**config.mk**
```make
export PLATFORM = sky130hd
export DESIGN_NAME = sram_like_arbiter_flat
export DESIGN_NICKNAME = d
export VERILOG_FILES = /design/src/rtl/sram_like_arbiter_if.sv /design/src/rtl/sram_like_arbiter.sv /design/src/flat_wrapper.sv
export SDC_FILE = /design/constraint.sdc
export NUM_CORES = 1
export LEC_CHECK = 0
export CAP_MARGIN = 20
export CORE_ASPECT_RATIO = 0.8
export CORE_UTILIZATION = 32
export DETAILED_ROUTE_END_ITERATION = 16
export PLACE_DENSITY = 0.77
export SYNTH_ARGS = -nofsm -noshare
export SYNTH_HDL_FRONTEND = slang
export SYNTH_SLANG_ARGS = --single-unit
```
**constraint.sdc**
```tcl
create_clock -name clk -period 1.3 [get_ports clk]
set_input_delay 0.26 -clock clk [delete_from_list [all_inputs] [get_ports clk]]
set_output_delay 0.26 -clock clk [all_outputs]
set_load 0.005 [all_outputs]
```
**src/rtl/sram_like_arbiter_if.sv**
```systemverilog
// Bundle of the core-side SRAM-like ports and the memory-side valid/ready bus
// seen by the arbiter. "slave" is the arbiter's view; "master" drives it.
interface sram_like_arbiter_if;
  logic        inst_req;
  logic [31:0] inst_addr;
  logic        inst_addr_ok;
  logic        inst_data_ok;
  logic [31:0] inst_rdata;

  logic        data_req;
  logic        data_wr;
  logic [3:0]  data_wstrb;
  logic [31:0] data_addr;
  logic [31:0] data_wdata;
  logic        data_addr_ok;
  logic        data_data_ok;
  logic [31:0] data_rdata;

  logic        mem_req_valid;
  logic        mem_req_ready;
  logic        mem_req_wr;
  logic [31:0] mem_req_addr;
  logic [31:0] mem_req_wdata;
  logic [3:0]  mem_req_wstrb;
  logic        mem_resp_valid;
  logic [31:0] mem_resp_rdata;

  modport slave (
    input  inst_req, inst_addr,
    output inst_addr_ok, inst_data_ok, inst_rdata,
    input  data_req, data_wr, data_wstrb, data_addr, data_wdata,
    output data_addr_ok, data_data_ok, data_rdata,
    output mem_req_valid, mem_req_wr, mem_req_addr, mem_req_wdata, mem_req_wstrb,
    input  mem_req_ready, mem_resp_valid, mem_resp_rdata
  );

  modport master (
    output inst_req, inst_addr,
    input  inst_addr_ok, inst_data_ok, inst_rdata,
    output data_req, data_wr, data_wstrb, data_addr, data_wdata,
    input  data_addr_ok, data_data_ok, data_rdata,
    input  mem_req_valid, mem_req_wr, mem_req_addr, mem_req_wdata, mem_req_wstrb,
    output mem_req_ready, mem_resp_valid, mem_resp_rdata
  );
endinterface

```
**src/rtl/sram_like_arbiter.sv**
```systemverilog
// Serialises inst-side and data-side SRAM-like requests onto one valid/ready
// memory bus with a single outstanding transaction; responses go back to the
// side that was granted.
module sram_like_arbiter #(
  parameter bit DATA_FIRST = 1'b1
) (
  input logic               clk,
  input logic               resetn,
  sram_like_arbiter_if.slave bus
);

  typedef enum logic [1:0] {IDLE, ISSUE, WAIT} state_t;

  // owner: 1 = data side, 0 = inst side
  typedef struct packed {
    logic        owner;
    logic        wr;
    logic [31:0] addr;
    logic [31:0] wdata;
    logic [3:0]  wstrb;
  } req_t;

  state_t state, state_nxt;
  req_t   req_q, req_nxt;
  logic   grant_i, grant_d;
  logic   resp_fire;

  // State register; reset drops straight back to IDLE, abandoning any flight
  always_ff @(posedge clk or negedge resetn) begin
    if (!resetn) state <= IDLE;
    else         state <= state_nxt;
  end

  // Latch the winner's request fields when it is granted
  always_ff @(posedge clk or negedge resetn) begin
    if (!resetn)                                req_q <= '0;
    else if (state == IDLE && (grant_i || grant_d)) req_q <= req_nxt;
  end

  // Arbitration, request capture and next-state
  always_comb begin
    state_nxt = state;
    grant_i   = 1'b0;
    grant_d   = 1'b0;
    req_nxt   = '0;
    unique case (state)
      IDLE: begin
        grant_d = bus.data_req && (DATA_FIRST || !bus.inst_req);
        grant_i = bus.inst_req && !grant_d;
        if (grant_d) begin
          req_nxt.owner = 1'b1;
          req_nxt.wr    = bus.data_wr;
          req_nxt.addr  = bus.data_addr;
          req_nxt.wdata = bus.data_wdata;
          // Loads never carry byte enables onto the bus
          req_nxt.wstrb = bus.data_wr ? bus.data_wstrb : 4'b0000;
        end else begin
          req_nxt.addr  = bus.inst_addr;
        end
        if (grant_i || grant_d) state_nxt = ISSUE;
      end
      ISSUE:   if (bus.mem_req_ready)  state_nxt = WAIT;
      WAIT:    if (bus.mem_resp_valid) state_nxt = IDLE;
      default: state_nxt = IDLE;
    endcase
  end

  // Responses outside WAIT are protocol errors and are dropped here
  assign resp_fire = (state == WAIT) && bus.mem_resp_valid;

  // Gate with resetn: in reset the state reads IDLE but req may still be high
  assign bus.inst_addr_ok  = grant_i && resetn;
  assign bus.data_addr_ok  = grant_d && resetn;

  assign bus.inst_data_ok  = resp_fire && !req_q.owner;
  assign bus.data_data_ok  = resp_fire &&  req_q.owner;
  assign bus.inst_rdata    = bus.inst_data_ok ? bus.mem_resp_rdata : 32'h0;
  assign bus.data_rdata    = bus.data_data_ok ? bus.mem_resp_rdata : 32'h0;

  assign bus.mem_req_valid = (state == ISSUE);
  assign bus.mem_req_wr    = req_q.wr;
  assign bus.mem_req_addr  = req_q.addr;
  assign bus.mem_req_wdata = req_q.wdata;
  assign bus.mem_req_wstrb = req_q.wstrb;

endmodule

```
**src/flat_wrapper.sv**
```systemverilog
// flat-port wrapper written by rule: the top's interface ports become plain ports
module sram_like_arbiter_flat 
#(
  parameter bit DATA_FIRST = 1'b1
)
  (clk, resetn, bus_inst_req, bus_inst_addr, bus_inst_addr_ok, bus_inst_data_ok, bus_inst_rdata, bus_data_req, bus_data_wr, bus_data_wstrb, bus_data_addr, bus_data_wdata, bus_data_addr_ok, bus_data_data_ok, bus_data_rdata, bus_mem_req_valid, bus_mem_req_wr, bus_mem_req_addr, bus_mem_req_wdata, bus_mem_req_wstrb, bus_mem_req_ready, bus_mem_resp_valid, bus_mem_resp_rdata);
  sram_like_arbiter_if bus_i ();
  input logic clk;
  input logic resetn;
  input wire logic [$bits(bus_i.inst_req)-1:0] bus_inst_req;
  input wire logic [$bits(bus_i.inst_addr)-1:0] bus_inst_addr;
  output wire logic [$bits(bus_i.inst_addr_ok)-1:0] bus_inst_addr_ok;
  output wire logic [$bits(bus_i.inst_data_ok)-1:0] bus_inst_data_ok;
  output wire logic [$bits(bus_i.inst_rdata)-1:0] bus_inst_rdata;
  input wire logic [$bits(bus_i.data_req)-1:0] bus_data_req;
  input wire logic [$bits(bus_i.data_wr)-1:0] bus_data_wr;
  input wire logic [$bits(bus_i.data_wstrb)-1:0] bus_data_wstrb;
  input wire logic [$bits(bus_i.data_addr)-1:0] bus_data_addr;
  input wire logic [$bits(bus_i.data_wdata)-1:0] bus_data_wdata;
  output wire logic [$bits(bus_i.data_addr_ok)-1:0] bus_data_addr_ok;
  output wire logic [$bits(bus_i.data_data_ok)-1:0] bus_data_data_ok;
  output wire logic [$bits(bus_i.data_rdata)-1:0] bus_data_rdata;
  output wire logic [$bits(bus_i.mem_req_valid)-1:0] bus_mem_req_valid;
  output wire logic [$bits(bus_i.mem_req_wr)-1:0] bus_mem_req_wr;
  output wire logic [$bits(bus_i.mem_req_addr)-1:0] bus_mem_req_addr;
  output wire logic [$bits(bus_i.mem_req_wdata)-1:0] bus_mem_req_wdata;
  output wire logic [$bits(bus_i.mem_req_wstrb)-1:0] bus_mem_req_wstrb;
  input wire logic [$bits(bus_i.mem_req_ready)-1:0] bus_mem_req_ready;
  input wire logic [$bits(bus_i.mem_resp_valid)-1:0] bus_mem_resp_valid;
  input wire logic [$bits(bus_i.mem_resp_rdata)-1:0] bus_mem_resp_rdata;
  assign bus_i.inst_req = bus_inst_req;
  assign bus_i.inst_addr = bus_inst_addr;
  assign bus_inst_addr_ok = bus_i.inst_addr_ok;
  assign bus_inst_data_ok = bus_i.inst_data_ok;
  assign bus_inst_rdata = bus_i.inst_rdata;
  assign bus_i.data_req = bus_data_req;
  assign bus_i.data_wr = bus_data_wr;
  assign bus_i.data_wstrb = bus_data_wstrb;
  assign bus_i.data_addr = bus_data_addr;
  assign bus_i.data_wdata = bus_data_wdata;
  assign bus_data_addr_ok = bus_i.data_addr_ok;
  assign bus_data_data_ok = bus_i.data_data_ok;
  assign bus_data_rdata = bus_i.data_rdata;
  assign bus_mem_req_valid = bus_i.mem_req_valid;
  assign bus_mem_req_wr = bus_i.mem_req_wr;
  assign bus_mem_req_addr = bus_i.mem_req_addr;
  assign bus_mem_req_wdata = bus_i.mem_req_wdata;
  assign bus_mem_req_wstrb = bus_i.mem_req_wstrb;
  assign bus_i.mem_req_ready = bus_mem_req_ready;
  assign bus_i.mem_resp_valid = bus_mem_resp_valid;
  assign bus_i.mem_resp_rdata = bus_mem_resp_rdata;
  sram_like_arbiter #(.DATA_FIRST(DATA_FIRST)) u_core (.clk(clk), .resetn(resetn), .bus(bus_i));
endmodule
```
======== After elaboration in Yosys (flattened, before gate mapping) ========
Index checks and enable logic that the tools add are counted.
operators by class
  equal/unequal tests ..................... 5
  reductions and logical operators ........ 13
  muxes and demuxes ....................... 13
operator list
  kind                  count
  $mux W32              3
  $mux W70              1
  $mux W36              1
  $mux W2               4
  $logic_and A1 B1 Y1   7
  $pmux W2 S3           1
  $mux W4               1
  $ne A2 B2 Y1 const B  2
  $reduce_and A3 Y1     1
  $eq A2 B1 Y1 const B  1
  $eq A2 B2 Y1 const B  1
  $logic_not A1 Y1      2
  $logic_not A2 Y1      1
  $logic_or A1 B1 Y1    2
  $mux W1               2
  $ne A2 B1 Y1 const B  1
word-level totals
  register bits ........................... 72
  output and inout port bits .............. 138
  word-level logic and storage cells ...... 37
  input port bits ......................... 139

======== Logic depth before layout (Yosys ltp) ========
  depth in word-level cells ............... 5
  mapped depth ............................ 5
  depth with buffers taken out ............ 4

======== Worst setup path after synthesis ========
OpenSTA, ideal clock, no wires.
  kind .................................... reg2out
  start ................................... reg u_core.state[0]
  end ..................................... out bus_inst_rdata[22]
  data required time ...................... 1.040 ns
  setup slack ............................. -0.100 ns
  arrival time ............................ 1.140 ns
  buffers on the path ..................... 1
  stages on the path, launching flop included .. 5
  path through ............................ dfrtp_1 > nand2b_1 > nor3b_2 > buf_2 > and2_1
on the way
  longest elaborated chain between the ends .. 4
RTL lines
  item                      line                     source
  start: declaration        sram_like_arbiter.sv:23  state_t state, state_nxt;
  start signal: assignment  sram_like_arbiter.sv:31  else state <= state_nxt;
  $eq A2 B2 Y1              sram_like_arbiter.sv:69  assign resp_fire = (state == WAIT) && bus.mem_resp_valid;
  $logic_and A1 B1 Y1       sram_like_arbiter.sv:69
  $logic_and A1 B1 Y1       sram_like_arbiter.sv:75  assign bus.inst_data_ok = resp_fire && !req_q.owner;
  net bus_inst_data_ok      flat_wrapper.sv:13       output wire logic [$bits(bus_i.inst_data_ok)-1:0] bus_inst_data_ok;
  $mux W32                  sram_like_arbiter.sv:77  assign bus.inst_rdata = bus.inst_data_ok ? bus.mem_resp_rdata : 32'h0;
  end: declaration          flat_wrapper.sv:14       output wire logic [$bits(bus_i.inst_rdata)-1:0] bus_inst_rdata;
The timed path passes the listed nets, and every way through them passes these cells.

======== Final worst setup path ========
  start ................................... reg u_core.state[0]
  end ..................................... out bus_inst_rdata[3]
on the way
  longest elaborated chain between the ends .. 4
RTL lines
  item                 line
  $eq A2 B2 Y1         sram_like_arbiter.sv:69
  $logic_and A1 B1 Y1  sram_like_arbiter.sv:69
  $logic_and A1 B1 Y1  sram_like_arbiter.sv:75
  $mux W32             sram_like_arbiter.sv:77
No other way between the ends.

==> summary.md <==
| Metric | Value |
|---|---|
| Status | finished, violations left |
| Failing checks | negative setup slack |
| Slowest stage delay, CP | around 0.4 ns |
| Fin crit share | 157% |
| Leakage | ~3.5 nW |
| DRT iter0 DRCs | between 60 and 70 |
| Yosys top cell area share | between 40% and 50% |
| Number of placed I/O pins | around 280 |
| Cell family with most CP delay | buffers and inverters |
| Die X | roughly 130 µm |
| Die area | ~0.013 mm² |
| #FFs+latches synth | a little over 70 |
| Setup Skew | approximately 0.0045 ns |
| CTS sink cnt | 72 |
| Area growth syn-to-layout | 85.0% |
| Synth top area cells | dfrtp_1, mux2_2, buf_4 |
| Fin. max-slew vios | 0 |
| Die height | around 100 µm |
| Critical Setup Path Class | flop to output pin |
| Gpl congestion | ~0.88 |
| Syn Nets | 480 |
| Hpwl dp | a little over 9 mm |
| Final Util | around three fifths |
| RSZ-0062 raised after global routing | true |
| Row count | 36 |
| Syn Inst Count | about 340 |
| Synth area leader | dfrtp_1 |
| Final nets | approximately 730 |
| Root buffer cell | clkbuf_16 |
| Final hold violations | 0 |
| Most frequent cell on the critical path | buf_6 |
| Initial Utilization | between 30% and 40% |
| Via density | roughly 4.6 |
| Share of cells above drive strength 1 | roughly 45% |
| Critical path buffers and inverters | 4 |
| DRT Wirelength | between 10 and 15 mm |
| Fmax | ~500 MHz |
| Antenna viol nets, final | 0 |
| Critical Path AT | 1.78 ns |
| Average routed wire per standard cell | approximately 18 µm |
| Sequential-to-total area share from yosys stat | between 40% and 50% |
| GR Util All Layers | 18.8% |
| Power Dens Cells | 1660 mW/mm² |
| Skew-Pair Late Insertion Delay | ~0.33 ns |
| Commonest cells after routing, fill and taps aside | clkdlybuf4s50_1, buf_6, dfrtp_1 |
| Final instance area | ~0.0074 mm² |
| Synth Warn # | 0 |
| Placed cell area | approximately 0.0066 mm² |
| First-pass GRT wire length | 18.7 mm |
| Drt drc | 0 |
| Tot Pwr | ~12 mW |
| Synth unique cells | 22 |
| Commonest non-fill, non-tap cell in the layout | clkdlybuf4s50_1 |
| Final min period | 2.04 ns |
| Slowest-stage cell, CP | dfrtp_1 |
| Routed vias | between 3000 and 4000 |
| CTS Buffer Depth | 2 |
| Startpoint Class | flop |
| DP Worst Slack | -0.818 ns |
| Critical-path maximum fanout | 8 |
| Core box area | between 0.01 and 0.015 mm² |
| Worst slew margin | a little over two fifths |
| Pin count of the biggest net entering global routing | between 60 and 70 |
| Number of global-route vias before repair | approximately 3600 |
| Synth Cell Area | 0.00401 mm² |
| Final cell count without fillers | about 770 |
| Finish-stage setup viols | between 100 and 150 |
| Port Buf Inserts | around 280 |
| Crit end category | output pin |
| CTS clk-pin slew, worst paths | ~0.060 ns |
| Post-placement cell count | ~720 |
| Crit-path cells | buf_6 -> nand2b_4 -> nor3b_4 -> buf_6 -> buf_8 -> and2_1 -> buf_2 |
| Htree depth | 3 |
| Fill count | a little under 1000 |
| Drt pass-1 iters | 4 |
| VDD IR max | about 0.81 mV |
| Worst min-delay path class | input port to async pin |
| Final critical-path setup slack | -0.739 ns |
| Slew @ Worst Pin | roughly 0.86 ns |
| Initial antenna violation count | 1 |
| CP required | between 1 and 1.5 ns |
| Num CTS Buffers | 9 |
| CTS tree | built |
| GRT overflow | 0 |
| Max-cap violations | 0 |
| Syn_area_per_cell | roughly 12 µm² |
-- final timing paths --
kind	startpoint	to	slack, ns	cells after the start
worst max-delay path	u_core.state[0]	bus_inst_rdata[3]	-0.74	7
worst min-delay path	resetn	u_core.bus.mem_req_wdata[17]	0.17	2
worst max register to register	u_core.state[0]	u_core.bus.mem_req_wdata[15]	-0.36	8
worst min register to register	u_core.bus.mem_req_wstrb[2]	u_core.bus.mem_req_wstrb[2]	0.49	1
max in group asynchronous	resetn	u_core.state[1]	0.54	2
min in group clk	bus_mem_resp_valid	u_core.state[1]	0.35	2
-- cells in the mapped netlist --
cell type   n
a21o_1      1
a22o_1     33
a32o_1      4
and2_1     65
and3_1      1
and4b_1     1
buf_2       7
buf_4      72
buf_6       6
clkbuf_1    4
dfrtp_1    72
inv_1       1
mux2_1      3
mux2_2     61
nand2_1     1
nand2b_1    2
nand3_1     1
nor2_1      1
nor2_2      1
nor3b_2     1
o21ai_0     2
o21ai_4     1
-- final cells by class --
| cell class | count | area [µm²] | share of cell area (%) |
|---|---|---|---|
| repair buffers | 324 | 3350 | 45.1 |
| flip-flops and latches | 72 | 1800 | 24.3 |
| multi-input cells | 179 | 1750 | 23.6 |
| clock buffers | 11 | 243 | 3.27 |
| well taps | 171 | 214 | 2.88 |
| clock inverters | 5 | 56.3 | 0.758 |
| diodes | 2 | 5.00 | 0.0674 |
| inverters | 1 | 3.75 | 0.0505 |
-- power breakdown --
part | total [mW] | switching [mW] | internal (mW)
registers | 3.81 | 0.519 | 3.29
clock network | 2.45 | 0.919 | 1.53
logic | 6.04 | 2.24 | 3.80
total | 12.3 | 3.68 | 8.62
-- through the flow --
stage               TNS, ns  hold slack, ns
global placement     -73.39           0.176
floorplan            -0.710         -0.0356
CTS                  -63.19           0.200
global route         -74.87           0.243
finish               -66.58           0.168
detailed placement   -77.14           0.175
-- registers in the layout, summed over array words and instances (netlist names) --
name                      cells
u_core.bus.mem_req_addr      32
u_core.bus.mem_req_wr         1
u_core.state                  2
u_core.req_q                  1
u_core.bus.mem_req_wstrb      4
u_core.bus.mem_req_wdata     32
-- cells by family (layout without fill, tap and decap cells) --
| kind of cell | count (synthesis) | in the layout | synth area share (%) |
|---|---|---|---|
| compound gates | 41 | 41 | 9.04 |
| buf+inv | 90 | 341 | 16.5 |
| flops | 72 | 72 | 44.9 |
| mux | 64 | 64 | 18.0 |
| other cells | 0 | 2 | 0 |
| simple gates | 74 | 74 | 11.6 |
-- what timing repair did --
action                                  CTS  global route
resized for setup                       377           135
pin swaps                                22            32
hold endpoints to repair                  5             0
cloned                                    4             6
endpoints found under the setup margin  209           140
hold buffers                              1             0
setup buffers                            21             6
-- layer usage --
metal | vias to the layer above | GRT usage, % | wire, µm
met4 | 0 | 7.78 | 334
li1 | 1596 | - | -
met1 | 1736 | 19.5 | 5070
met2 | 170 | 36.4 | 7550
met5 | - | 0 | 0
met3 | 23 | 4.61 | 900
No activity file was read; power rests on OpenSTA's default activity.
